==> config.mk <==
export PLATFORM = sky130hd
export DESIGN_NAME = key_entry_frontend
export DESIGN_NICKNAME = d
export VERILOG_FILES = /design/src/rtl/guess_pkg.sv /design/src/rtl/key_debounce.sv /design/src/rtl/key_entry_frontend.sv
export SDC_FILE = /design/constraint.sdc
export NUM_CORES = 1
export LEC_CHECK = 0
export ABC_AREA = 0
export CAP_MARGIN = 5
export CORE_MARGIN = 2
export CORE_UTILIZATION = 40
export CTS_CLUSTER_SIZE = 24
export DETAILED_ROUTE_END_ITERATION = 6
export PLACE_DENSITY = 0.55
export SLEW_MARGIN = 25
export SYNTH_ARGS = -nofsm -noshare
export SYNTH_HDL_FRONTEND = slang
export SYNTH_SLANG_ARGS = --single-unit
==> constraint.sdc <==
create_clock -name clk -period 7.9 [get_ports clk]
set_clock_uncertainty 0.15 [all_clocks]
set_input_delay 1.185 -clock clk [delete_from_list [all_inputs] [get_ports clk]]
set_output_delay 1.185 -clock clk [all_outputs]
set_load 0.02 [all_outputs]
==> src/rtl/guess_pkg.sv <==
// Event codes and helpers shared by the key entry front end and the
// downstream sequence-entry/compare logic of the guess-number game.
package guess_pkg;

  typedef logic [2:0] evt_code_t;

  localparam evt_code_t EVT_KEY1  = 3'd0;
  localparam evt_code_t EVT_KEY2  = 3'd1;
  localparam evt_code_t EVT_KEY3  = 3'd2;
  localparam evt_code_t EVT_KEY4  = 3'd3;
  localparam evt_code_t EVT_ENTER = 3'd4;

  localparam int DEFAULT_DEBOUNCE_CYCLES = 50000;
  localparam int NUM_CHANNELS            = 5;

  // Channel order is key 1..4 then enter; callers guarantee a one-hot input.
  function automatic evt_code_t channel_to_code(input logic [4:0] onehot);
    evt_code_t code;
    case (onehot)
      5'b00001: code = EVT_KEY1;
      5'b00010: code = EVT_KEY2;
      5'b00100: code = EVT_KEY3;
      5'b01000: code = EVT_KEY4;
      5'b10000: code = EVT_ENTER;
      default:  code = EVT_KEY1;
    endcase
    return code;
  endfunction

  function automatic logic is_onehot(input logic [4:0] vec);
    return (vec != 5'd0) && ((vec & (vec - 5'd1)) == 5'd0);
  endfunction

endpackage

==> src/rtl/key_debounce.sv <==
// One button channel: 2-flop synchronizer, stability counter and a
// registered one-cycle pulse marking the debounced press.
module key_debounce
  import guess_pkg::*;
#(
  parameter int DEBOUNCE_CYCLES = DEFAULT_DEBOUNCE_CYCLES,
  parameter int CNT_W           = 16
) (
  input  logic clk,
  input  logic reset,
  input  logic raw,
  output logic stable,
  output logic rise
);

  localparam logic [CNT_W-1:0] CNT_LAST = CNT_W'(DEBOUNCE_CYCLES - 1);
  localparam logic [CNT_W-1:0] CNT_ONE  = CNT_W'(1);

  logic sync_q1;
  logic sync_q2;
  logic [CNT_W-1:0] cnt;

  // Bring the asynchronous button into the clock domain.
  always_ff @(posedge clk or posedge reset) begin
    if (reset) begin
      sync_q1 <= 1'b0;
      sync_q2 <= 1'b0;
    end else begin
      sync_q1 <= raw;
      sync_q2 <= sync_q1;
    end
  end

  // Count consecutive differing samples; the level flips on the last one.
  // rise is raised on the same edge as stable so arbitration sees both together.
  always_ff @(posedge clk or posedge reset) begin
    if (reset) begin
      cnt    <= '0;
      stable <= 1'b0;
      rise   <= 1'b0;
    end else if (sync_q2 == stable) begin
      cnt  <= '0;
      rise <= 1'b0;
    end else if (cnt == CNT_LAST) begin
      cnt    <= '0;
      stable <= ~stable;
      rise   <= ~stable;
    end else begin
      cnt  <= cnt + CNT_ONE;
      rise <= 1'b0;
    end
  end

endmodule

==> src/rtl/key_entry_frontend.sv <==
// Debounces four symbol keys plus enter and turns each clean, isolated
// press into one coded event on a valid/ready interface.
module key_entry_frontend
  import guess_pkg::*;
#(
  parameter int DEBOUNCE_CYCLES = DEFAULT_DEBOUNCE_CYCLES,
  parameter int CNT_W           = 16
) (
  input  logic       clk,
  input  logic       reset,
  input  logic [3:0] key_in,
  input  logic       enter_in,
  output logic       evt_valid,
  output logic [2:0] evt_code,
  input  logic       evt_ready,
  output logic       conflict,
  output logic       overrun
);

  logic [NUM_CHANNELS-1:0] raw_bus;
  logic [NUM_CHANNELS-1:0] stable_bus;
  logic [NUM_CHANNELS-1:0] rise_bus;
  logic                    accept;
  logic                    reject;
  evt_code_t               new_code;

  assign raw_bus = {enter_in, key_in};

  for (genvar g = 0; g < NUM_CHANNELS; g++) begin : g_chan
    key_debounce #(
      .DEBOUNCE_CYCLES(DEBOUNCE_CYCLES),
      .CNT_W          (CNT_W)
    ) u_debounce (
      .clk   (clk),
      .reset (reset),
      .raw   (raw_bus[g]),
      .stable(stable_bus[g]),
      .rise  (rise_bus[g])
    );
  end

  // A press wins only if it is alone and no other channel is still held.
  always_comb begin
    accept   = 1'b0;
    reject   = 1'b0;
    new_code = channel_to_code(rise_bus);
    if (rise_bus != 5'd0) begin
      if (is_onehot(rise_bus) && ((stable_bus & ~rise_bus) == 5'd0)) begin
        accept = 1'b1;
      end else begin
        reject = 1'b1;
      end
    end else begin
      accept = 1'b0;
      reject = 1'b0;
    end
  end

  // Output register: a held event is never overwritten; a lost press sets overrun.
  always_ff @(posedge clk or posedge reset) begin
    if (reset) begin
      evt_valid <= 1'b0;
      evt_code  <= EVT_KEY1;
      conflict  <= 1'b0;
      overrun   <= 1'b0;
    end else begin
      conflict <= reject;
      if (accept) begin
        if (!evt_valid || evt_ready) begin
          evt_valid <= 1'b1;
          evt_code  <= new_code;
        end else begin
          overrun <= 1'b1;
        end
      end else if (evt_valid && evt_ready) begin
        evt_valid <= 1'b0;
      end else begin
        evt_valid <= evt_valid;
      end
    end
  end

endmodule

# After elaboration in Yosys (flattened, before gate mapping)

Index checks and enable logic that the tools add are counted.

Reductions and logical operators: 17
Eq/ne operators: 15
Bitwise operators: 14
$add $sub $neg: 6
Mux-type cells: 28

Operators by type and width:

| kind                    | number |
|---|---|
| $mux W16                | 10 |
| $add A16 B1 Y16 const B | 5 |
| $eq A16 B16 Y1 const B  | 5 |
| $mux W1                 | 17 |
| $reduce_and A2 Y1       | 8 |
| $pmux W3 S4             | 1 |
| $not A1 Y1              | 11 |
| $and A5 B5 Y5           | 2 |
| $logic_not A5 Y1        | 2 |
| $eq A1 B1 Y1            | 5 |
| $eq A5 B2 Y1 const B    | 1 |
| $eq A5 B3 Y1 const B    | 1 |
| $eq A5 B4 Y1 const B    | 1 |
| $eq A5 B5 Y1 const B    | 1 |
| $not A5 Y5              | 1 |
| $reduce_bool A5 Y1      | 1 |
| $sub A5 B1 Y5 const B   | 1 |
| $logic_and A1 B1 Y1     | 3 |
| $ne A2 B1 Y1 const B    | 1 |
| $reduce_bool A2 Y1      | 1 |
| $logic_not A1 Y1        | 1 |
| $logic_or A1 B1 Y1      | 1 |

Register bits after elaboration: 106
Word-level logic and storage cells: 109
Bits of input ports: 8
Output and inout port bits: 6

# Logic depth before layout (Yosys ltp)

Gate-level depths: netlist of run 1.

Word-level depth: 9
Depth in mapped cells: 6
Mapped depth without buffers: 5

# Modules after synthesis

From an unflattened synthesis of run 1, not the netlist that was laid out.

Cells, all modules: 499
Area, all modules: 5292.6 um^2

Modules (own cells, without submodules):

| module             | cells each | instances | seq. area each (um^2) | area an instance (um^2) |
|---|---|---|---|---|
| key_debounce       | 92         | 5         | 500.5                 | 972.2 |
| key_entry_frontend | 39         | 1         | 150.1                 | 431.7 |

# Worst setup path before layout of run 1

OpenSTA, ideal clock, no wires.

Path kind: input to register
Start point: input evt_ready
End point: register evt_code[0]
Buffers on the path: 0
Cell stages on the path: 3
Arrival: 1.965 ns
Library setup time: 0.125 ns
Required time: 7.625 ns
Path slack: 5.660 ns
Cell sequence: nor2b_1 -> nor4_1 -> mux2_2

Cells in the longest elaborated chain, start to end: 2

RTL lines:

| item                               | line                     | text |
|---|---|---|
| from (decl)                        | key_entry_frontend.sv:15 | `input logic evt_ready,` |
| $logic_or A1 B1 Y1                 | key_entry_frontend.sv:69 | `if (!evt_valid \|\| evt_ready) begin` |
| $reduce_and A2 Y1 (no source line) | --                       |  |
| to (signal assigned)               | key_entry_frontend.sv:71 | `evt_code <= new_code;` |
| to (decl)                          | key_entry_frontend.sv:14 | `output logic [2:0] evt_code,` |

Every way passes these cells.
A chain may end at the register's enable or synchronous reset.

# Worst setup path in the final report of run 1

Start point: register evt_code[1]
End point: output evt_code[1]

No word-level cell between the ends.

==> flow_results.xml, run 1 <==
<?xml version="1.0" encoding="UTF-8"?>
<metrics>
  <group name="routing">
    <metric name="detailedRoute.firstIterationViolations" unit="">178</metric>
    <metric name="route.detailed.wl_per_inst" unit="µm">13.7</metric>
    <metric name="via_per_inst" unit="">5.25</metric>
    <metric name="route.detailed.drc" unit="">0</metric>
    <metric name="antenna_violating_nets_post_route" unit="">0</metric>
    <metric name="overall_via_count_from_detail_route" unit="">3301</metric>
    <metric name="routed_wirelength" unit="µm">8640</metric>
    <metric name="first_drt_pass_iteration_count" unit="">5</metric>
  </group>
  <group name="synth">
    <metric name="yosys_register_bits" unit="">106</metric>
    <metric name="synthesis.instances" unit="">461</metric>
    <metric name="synth_flop_cell" unit="">sky130_fd_sc_hd__dfrtp_1</metric>
    <metric name="synth_cell_types" unit="">44</metric>
    <metric name="syn_nets" unit="">474</metric>
    <metric name="syn-cell-area" unit="µm²">4900</metric>
    <metric name="postSynth.asyncResetShare" unit="">1.00</metric>
    <metric name="yosysWarningCount" unit="">0</metric>
    <metric name="synth_area_per_cell" unit="µm²">10.6</metric>
    <metric name="synth_enable_flop_cells" unit="">0</metric>
    <metric name="part_of_the_yosys_area_used_for_sequential_elements" unit="">0.542</metric>
  </group>
  <group name="final_layout">
    <metric name="post_route_cells_drive_above_1_share" unit="">0.0726</metric>
    <metric name="antenna_cells_inserted" unit="">0</metric>
    <metric name="fillers" unit="">1121</metric>
    <metric name="final_cell_mix" unit="">sky130_fd_sc_hd__dfrtp_1 (106), sky130_fd_sc_hd__nor2_1 (76), sky130_fd_sc_hd__xnor2_1 (37), sky130_fd_sc_hd__xor2_1 (30), sky130_fd_sc_hd__nand4_1 (25)</metric>
    <metric name="finish.net_count" unit="">491</metric>
    <metric name="utilization" unit="">0.457</metric>
    <metric name="layout.cells.most_common" unit="">sky130_fd_sc_hd__dfrtp_1</metric>
    <metric name="syn_to_layout_area_delta" unit="%">11.6</metric>
  </group>
  <group name="timing">
    <metric name="tightestPinTransition" unit="ps">721</metric>
    <metric name="holdWs" unit="ps">201</metric>
    <metric name="min_period" unit="ps">2680</metric>
    <metric name="maxSlewViolCount" unit="">0</metric>
    <metric name="setup-violations-final" unit="">0</metric>
    <metric name="maxClockFrequency" unit="MHz">373</metric>
    <metric name="rsz0062_at_grt" unit="">no</metric>
    <metric name="final_min_period_over_clock_period" unit="">0.339</metric>
    <metric name="hold_viol_final" unit="">0</metric>
    <metric name="slew-limit-headroom" unit="">0.519</metric>
    <metric name="tns" unit="ps">0</metric>
  </group>
  <group name="hold_path">
    <metric name="launch_point_of_the_worst_hold_path" unit="">g_chan[4].u_debounce.sync_q1</metric>
    <metric name="min_path_type" unit="">flop to flop</metric>
    <metric name="worstHoldEndpoint" unit="">g_chan[4].u_debounce.sync_q2</metric>
    <metric name="holdPathStages" unit="">0</metric>
  </group>
  <group name="critical_path">
    <metric name="critPathRequiredTime" unit="ps">6570</metric>
    <metric name="crit_family" unit="">buffers and inverters</metric>
    <metric name="crit_path_max_incr_delay" unit="ps">620</metric>
    <metric name="timing.critical_path.buf_inv" unit="">1</metric>
    <metric name="crit_path_top_delay_cell" unit="">sky130_fd_sc_hd__clkdlybuf4s50_1</metric>
    <metric name="timing.rr.end" unit="">evt_code[1]</metric>
    <metric name="timing.critical_path.to_type" unit="">output port</metric>
    <metric name="crit_type" unit="">flop to output port</metric>
    <metric name="r2r_setup_slack" unit="ps">5490</metric>
    <metric name="worstReg2RegStart" unit="">g_chan[0].u_debounce.rise</metric>
    <metric name="worst_setup_path_startpoint" unit="">evt_code[1]</metric>
    <metric name="worst-path-max-fanout" unit="">2</metric>
    <metric name="worst_r2r_path_cells" unit="">4</metric>
    <metric name="startpoint_type" unit="">flop</metric>
    <metric name="cp.arrival" unit="ps">1350</metric>
    <metric name="worstPathCellList" unit="">clkdlybuf4s50_1</metric>
  </group>
  <group name="global_routing">
    <metric name="grt_remaining_overflow" unit="">0</metric>
    <metric name="grt.total_usage" unit="">0.153</metric>
    <metric name="grt_start_max_net_pins" unit="">82</metric>
    <metric name="global_route_wire_length_before_repair" unit="µm">16000</metric>
    <metric name="grt_pass1_vias" unit="">3347</metric>
    <metric name="antenna_found_initial" unit="">0</metric>
  </group>
  <group name="floorplan">
    <metric name="fp.coreArea" unit="µm²">12000</metric>
    <metric name="initial_standard_cell_utilization_of_the_core" unit="">0.409</metric>
    <metric name="dieArea" unit="µm²">13100</metric>
    <metric name="die_w" unit="µm">115</metric>
    <metric name="rows" unit="">40</metric>
    <metric name="num_io_pins" unit="">14</metric>
    <metric name="floorplan.die.height" unit="µm">115</metric>
  </group>
  <group name="run">
    <metric name="cap_violations" unit="">0</metric>
  </group>
  <group name="power_and_ir_drop">
    <metric name="power_leakage" unit="nW">2.24</metric>
    <metric name="max-vdd-ir-drop" unit="µV">125</metric>
    <metric name="cellPowerDensity" unit="nW/µm²">186</metric>
  </group>
  <group name="cts">
    <metric name="cts-resized-gates" unit="">0</metric>
    <metric name="clock_sinks" unit="">106</metric>
    <metric name="number_of_buffers_inserted_by_post_cts_setup_repair" unit="">0</metric>
    <metric name="tritoncts_clock_tree" unit="">done</metric>
    <metric name="htreeDepth" unit="">3</metric>
    <metric name="cts-root-to-sink-buffers" unit="">2</metric>
    <metric name="cts_hold_buffers" unit="">0</metric>
    <metric name="cts_inserted_buffers" unit="">9</metric>
    <metric name="root_buffer" unit="">sky130_fd_sc_hd__clkbuf_16</metric>
    <metric name="insertion_delay" unit="ps">350</metric>
    <metric name="cts.reportedPaths.clkPinSlew" unit="ps">70</metric>
  </group>
  <group name="status">
    <metric name="status" unit="">complete, no violations</metric>
  </group>
  <group name="place">
    <metric name="globalplace.congestion" unit="">0.791</metric>
    <metric name="port_buffers" unit="">13</metric>
    <metric name="place.detailed.hpwl" unit="µm">5760</metric>
  </group>
</metrics>
report_power, final:
part / internal, W / switching [W]
Sequential: 0.000551 / 0.00000772
Clock: 0.000223 / 0.000201
Combinational: 0.0000107 / 0.0000212
routing by layer:
layer | global-route usage | share of wire | vias to the layer above | routed length [µm]
met5 | 0 | 0 | - | 0
li1 | - | - | 1655 | -
met2 | 0.235 | 0.46 | 29 | 3980
met3 | 0.0498 | 0.031 | 10 | 267
met1 | 0.206 | 0.49 | 1607 | 4270
met4 | 0.0463 | 0.015 | 0 | 127
synth_stat cells (8+ instances only):
cell	number	area, µm²
sky130_fd_sc_hd__dfrtp_1	106	2650
sky130_fd_sc_hd__nor2_1	76	285
sky130_fd_sc_hd__xnor2_1	37	324
sky130_fd_sc_hd__xor2_1	30	263
sky130_fd_sc_hd__nand4_1	25	156
sky130_fd_sc_hd__nand3_1	23	115
sky130_fd_sc_hd__nand2_1	20	75.1
sky130_fd_sc_hd__nor4_1	14	87.6
sky130_fd_sc_hd__inv_1	12	45.0
sky130_fd_sc_hd__a21oi_1	10	50.1
sky130_fd_sc_hd__or3_1	9	56.3
sky130_fd_sc_hd__o21ai_0	8	40.0
stage by stage:
stage	setup WS, ps	area, µm²	std cells	power, W
6_report	5220	5470	629	0.00101
5_1_grt	5150	5470	629	0.00106
4_1_cts	5190	5460	629	0.00104
3_5_place_dp	4810	5180	614	0.000602
3_3_place_gp	4830	5180	614	0.000602
2_1_floorplan	3780	4900	461	0.000591
worst max-delay path by stage:
stage	cells past startpoint	end	slack, ps
final	1	evt_code[1]	5220
after global routing	1	evt_code[0]	5150
after CTS	1	evt_code[1]	5190
after detailed placement	3	g_chan[3].u_debounce.cnt[13]	4810
after global placement	3	g_chan[1].u_debounce.cnt[13]	4830
after floorplan	1	conflict	3780
final cells by class:
cell class,instances,area [µm²],area share
Inverter,12,47.5,0.00870
Clock inverter,5,40.0,0.00733
Sequential cell,106,2650,0.485
Timing Repair Buffer,14,141,0.0259
Clock buffer,10,239,0.0437
Tap cell,147,184,0.0337
Multi-Input combinational cell,335,2160,0.395
state kept, by name, indices dropped and copies added, names as in the netlist:
register	cells
g_chan.u_debounce.cnt	80
g_chan.u_debounce.rise	5
g_chan.u_debounce.stable	5
g_chan.u_debounce.sync_q1	5
g_chan.u_debounce.sync_q2	5
evt_code	3
conflict	1
evt_valid	1
overrun	1
kinds of logic (layout without fill, tap and decap cells):
group / count (synthesis) / after routing / synth area share
AND/OR/NAND/NOR: 228 / 228 / 0.255
flip-flops: 106 / 106 / 0.542
XOR/XNOR: 67 / 67 / 0.120
AO/OA/AOI/OAI: 25 / 25 / 0.0301
buffers and inverters: 20 / 41 / 0.0171
multiplexers: 10 / 10 / 0.0233
adder cells (fa/ha/maj): 5 / 5 / 0.0128
Note: power is estimated with default switching activity, not from simulation.
==> run 2: changes to the inputs <==
- PLACE_DENSITY: 0.55 -> 0.57
- clock period: 7.9 -> 2.4 ns (I/O delays scaled with it)
==> flow_results.xml, run 2 (synthesis results as in run 1) <==
<?xml version="1.0" encoding="UTF-8"?>
<metrics>
  <group name="routing">
    <metric name="overall_via_count_from_detail_route" unit="">3327</metric>
    <metric name="detailedRoute.firstIterationViolations" unit="">181</metric>
    <metric name="routed_wirelength" unit="µm">8630</metric>
    <metric name="first_drt_pass_iteration_count" unit="">4</metric>
    <metric name="antenna_violating_nets_post_route" unit="">0</metric>
    <metric name="route.detailed.wl_per_inst" unit="µm">13.6</metric>
    <metric name="route.detailed.drc" unit="">0</metric>
    <metric name="via_per_inst" unit="">5.24</metric>
  </group>
  <group name="cts">
    <metric name="root_buffer" unit="">sky130_fd_sc_hd__clkbuf_16</metric>
    <metric name="cts-root-to-sink-buffers" unit="">2</metric>
    <metric name="cts_hold_buffers" unit="">0</metric>
    <metric name="cts.reportedPaths.clkPinSlew" unit="ps">70</metric>
    <metric name="number_of_buffers_inserted_by_post_cts_setup_repair" unit="">0</metric>
    <metric name="insertion_delay" unit="ps">350</metric>
    <metric name="htreeDepth" unit="">3</metric>
    <metric name="cts-resized-gates" unit="">0</metric>
    <metric name="cts_inserted_buffers" unit="">9</metric>
    <metric name="clock_sinks" unit="">106</metric>
    <metric name="tritoncts_clock_tree" unit="">done</metric>
  </group>
  <group name="timing">
    <metric name="slew-limit-headroom" unit="">0.623</metric>
    <metric name="maxClockFrequency" unit="MHz">458</metric>
    <metric name="maxSlewViolCount" unit="">0</metric>
    <metric name="setup-violations-final" unit="">0</metric>
    <metric name="tns" unit="ps">0</metric>
    <metric name="rsz0062_at_grt" unit="">no</metric>
    <metric name="final_min_period_over_clock_period" unit="">0.911</metric>
    <metric name="tightestPinTransition" unit="ps">565</metric>
    <metric name="min_period" unit="ps">2190</metric>
    <metric name="hold_viol_final" unit="">0</metric>
    <metric name="final.setup.worst_slack" unit="ps">214</metric>
  </group>
  <group name="final_layout">
    <metric name="post_route_cells_drive_above_1_share" unit="">0.0820</metric>
    <metric name="seqCellArea" unit="µm²">2650</metric>
    <metric name="max_flop_register" unit="">g_chan.u_debounce.cnt</metric>
    <metric name="fillers" unit="">1099</metric>
    <metric name="finish.net_count" unit="">496</metric>
    <metric name="layout.cells.most_common" unit="">sky130_fd_sc_hd__dfrtp_1</metric>
    <metric name="antenna_cells_inserted" unit="">0</metric>
    <metric name="layoutNonFillerInstCount" unit="">635</metric>
    <metric name="final_cell_mix" unit="">sky130_fd_sc_hd__dfrtp_1 (106), sky130_fd_sc_hd__nor2_1 (76), sky130_fd_sc_hd__xnor2_1 (37), sky130_fd_sc_hd__xor2_1 (30), sky130_fd_sc_hd__nand4_1 (25)</metric>
    <metric name="largest_register_ffs" unit="">80</metric>
    <metric name="syn_to_layout_area_delta" unit="%">12.9</metric>
    <metric name="multi_input_comb_area" unit="µm²">2160</metric>
  </group>
  <group name="critical_path">
    <metric name="crit_type" unit="">flop to flop</metric>
    <metric name="critPathRequiredTime" unit="ps">2480</metric>
    <metric name="worstReg2RegStart" unit="">g_chan[0].u_debounce.rise</metric>
    <metric name="startpoint_type" unit="">flop</metric>
    <metric name="worst-path-max-fanout" unit="">5</metric>
    <metric name="timing.critical_path.to_type" unit="">flop</metric>
    <metric name="timing.rr.end" unit="">evt_code[0]</metric>
    <metric name="critical_path.endpoint" unit="">evt_code[0]</metric>
    <metric name="worst_r2r_path_cells" unit="">5</metric>
    <metric name="worst_setup_path_startpoint" unit="">g_chan[0].u_debounce.rise</metric>
    <metric name="cp.arrival" unit="ps">2270</metric>
    <metric name="r2r_setup_slack" unit="ps">210</metric>
  </group>
  <group name="global_routing">
    <metric name="global_route_wire_length_before_repair" unit="µm">15600</metric>
    <metric name="grt_start_max_net_pins" unit="">39</metric>
    <metric name="grt_pass1_vias" unit="">3335</metric>
    <metric name="grt.total_usage" unit="">0.147</metric>
    <metric name="antenna_found_initial" unit="">0</metric>
    <metric name="grt_remaining_overflow" unit="">0</metric>
  </group>
  <group name="power_and_ir_drop">
    <metric name="sw_frac_of_total" unit="">0.225</metric>
    <metric name="p_int" unit="W">0.00259</metric>
    <metric name="sequential_share_of_power" unit="">0.549</metric>
    <metric name="power_leakage" unit="nW">2.28</metric>
    <metric name="max-vdd-ir-drop" unit="µV">369</metric>
    <metric name="share_clk_of_total_power" unit="">0.417</metric>
    <metric name="power_switching" unit="W">0.000753</metric>
    <metric name="comb_power_share" unit="">0.034</metric>
    <metric name="cellPowerDensity" unit="nW/µm²">606</metric>
  </group>
  <group name="place">
    <metric name="detailedPlace.worstSlack" unit="ps">218</metric>
    <metric name="placed_cells_incl_taps" unit="">619</metric>
    <metric name="port_buffers" unit="">13</metric>
    <metric name="place.detailed.hpwl" unit="µm">5840</metric>
    <metric name="globalplace.congestion" unit="">0.800</metric>
  </group>
  <group name="run">
    <metric name="cap_violations" unit="">0</metric>
  </group>
  <group name="floorplan">
    <metric name="dieArea" unit="µm²">13100</metric>
    <metric name="floorplan.die.height" unit="µm">115</metric>
    <metric name="rows" unit="">40</metric>
    <metric name="fp.coreArea" unit="µm²">12000</metric>
    <metric name="initial_standard_cell_utilization_of_the_core" unit="">0.409</metric>
    <metric name="die_w" unit="µm">115</metric>
    <metric name="num_io_pins" unit="">14</metric>
  </group>
  <group name="hold_path">
    <metric name="min_path_type" unit="">flop to flop</metric>
    <metric name="holdPathStages" unit="">0</metric>
  </group>
  <group name="status">
    <metric name="status" unit="">complete, no violations</metric>
  </group>
</metrics>
run 2: cell types whose count changed in the layout (fill, tap and decap cells not counted), sizes merged:
| cell | previous run | this run |
|---|---|---|
| inv | 13 | 12 |
| buf | 1 | 6 |
| clkinv | 2 | 3 |
| clkbuf | 10 | 11 |
run 2: routing by layer:
layer / GRT usage / vias to the layer above / part of all wire
met1: 0.203 / 1623 / 0.50
met5: 0 / - / 0
met2: 0.228 / 29 / 0.46
met4: 0.0512 / 0 / 0.015
met3: 0.0371 / 11 / 0.029
li1: - / 1664 / -
run 2: area by class of cell:
class	instances	share of cell area
flip-flops and latches	106	0.480
multi-input cells	335	0.391
clock buffers	11	0.0439
repair buffers	19	0.0362
well taps	147	0.0333
inverters	12	0.00883
clock inverters	5	0.00702
run 2: per-stage QoR:
stage | power [W] | hold WS (ps) | area, µm² | utilization
2_1_floorplan | 0.00194 | 181 | 4900 | -
3_3_place_gp | 0.00199 | 186 | 5250 | 0.439
3_5_place_dp | 0.00199 | 186 | 5250 | 0.439
4_1_cts | 0.00340 | 201 | 5530 | 0.462
5_1_grt | 0.00350 | 206 | 5530 | 0.462
6_report | 0.00335 | 198 | 5530 | 0.462
run 2: critical path, stage by stage, from the launching register on:
cell and delay [ps]:
sky130_fd_sc_hd__dfrtp_1 430, sky130_fd_sc_hd__or4_4 570, sky130_fd_sc_hd__mux2i_1 150, sky130_fd_sc_hd__nor4_1 270, sky130_fd_sc_hd__buf_4 170, sky130_fd_sc_hd__mux2_2 330
run 2: how the worst min path moves through the flow:
| stage | from | endpoint | slack [ps] |
|---|---|---|---|
| floorplan | g_chan[0].u_debounce.sync_q1 | g_chan[0].u_debounce.sync_q2 | 180 |
| global placement | g_chan[2].u_debounce.sync_q1 | g_chan[2].u_debounce.sync_q2 | 190 |
| detailed placement | g_chan[2].u_debounce.sync_q1 | g_chan[2].u_debounce.sync_q2 | 190 |
| CTS | g_chan[2].u_debounce.sync_q1 | g_chan[2].u_debounce.sync_q2 | 200 |
| global route | g_chan[2].u_debounce.sync_q1 | g_chan[2].u_debounce.sync_q2 | 210 |
| finish | g_chan[2].u_debounce.sync_q1 | g_chan[2].u_debounce.sync_q2 | 200 |
run 2: power groups by stage:
stage | Combinational (W) | Clock, W | Sequential, W
2_1_floorplan | 0.0000764 | 0 | 0.00187
3_3_place_gp | 0.000116 | 0 | 0.00187
3_5_place_dp | 0.000119 | 0 | 0.00187
4_1_cts | 0.000119 | 0.00144 | 0.00184
5_1_grt | 0.000133 | 0.00152 | 0.00184
6_report | 0.000114 | 0.00139 | 0.00184
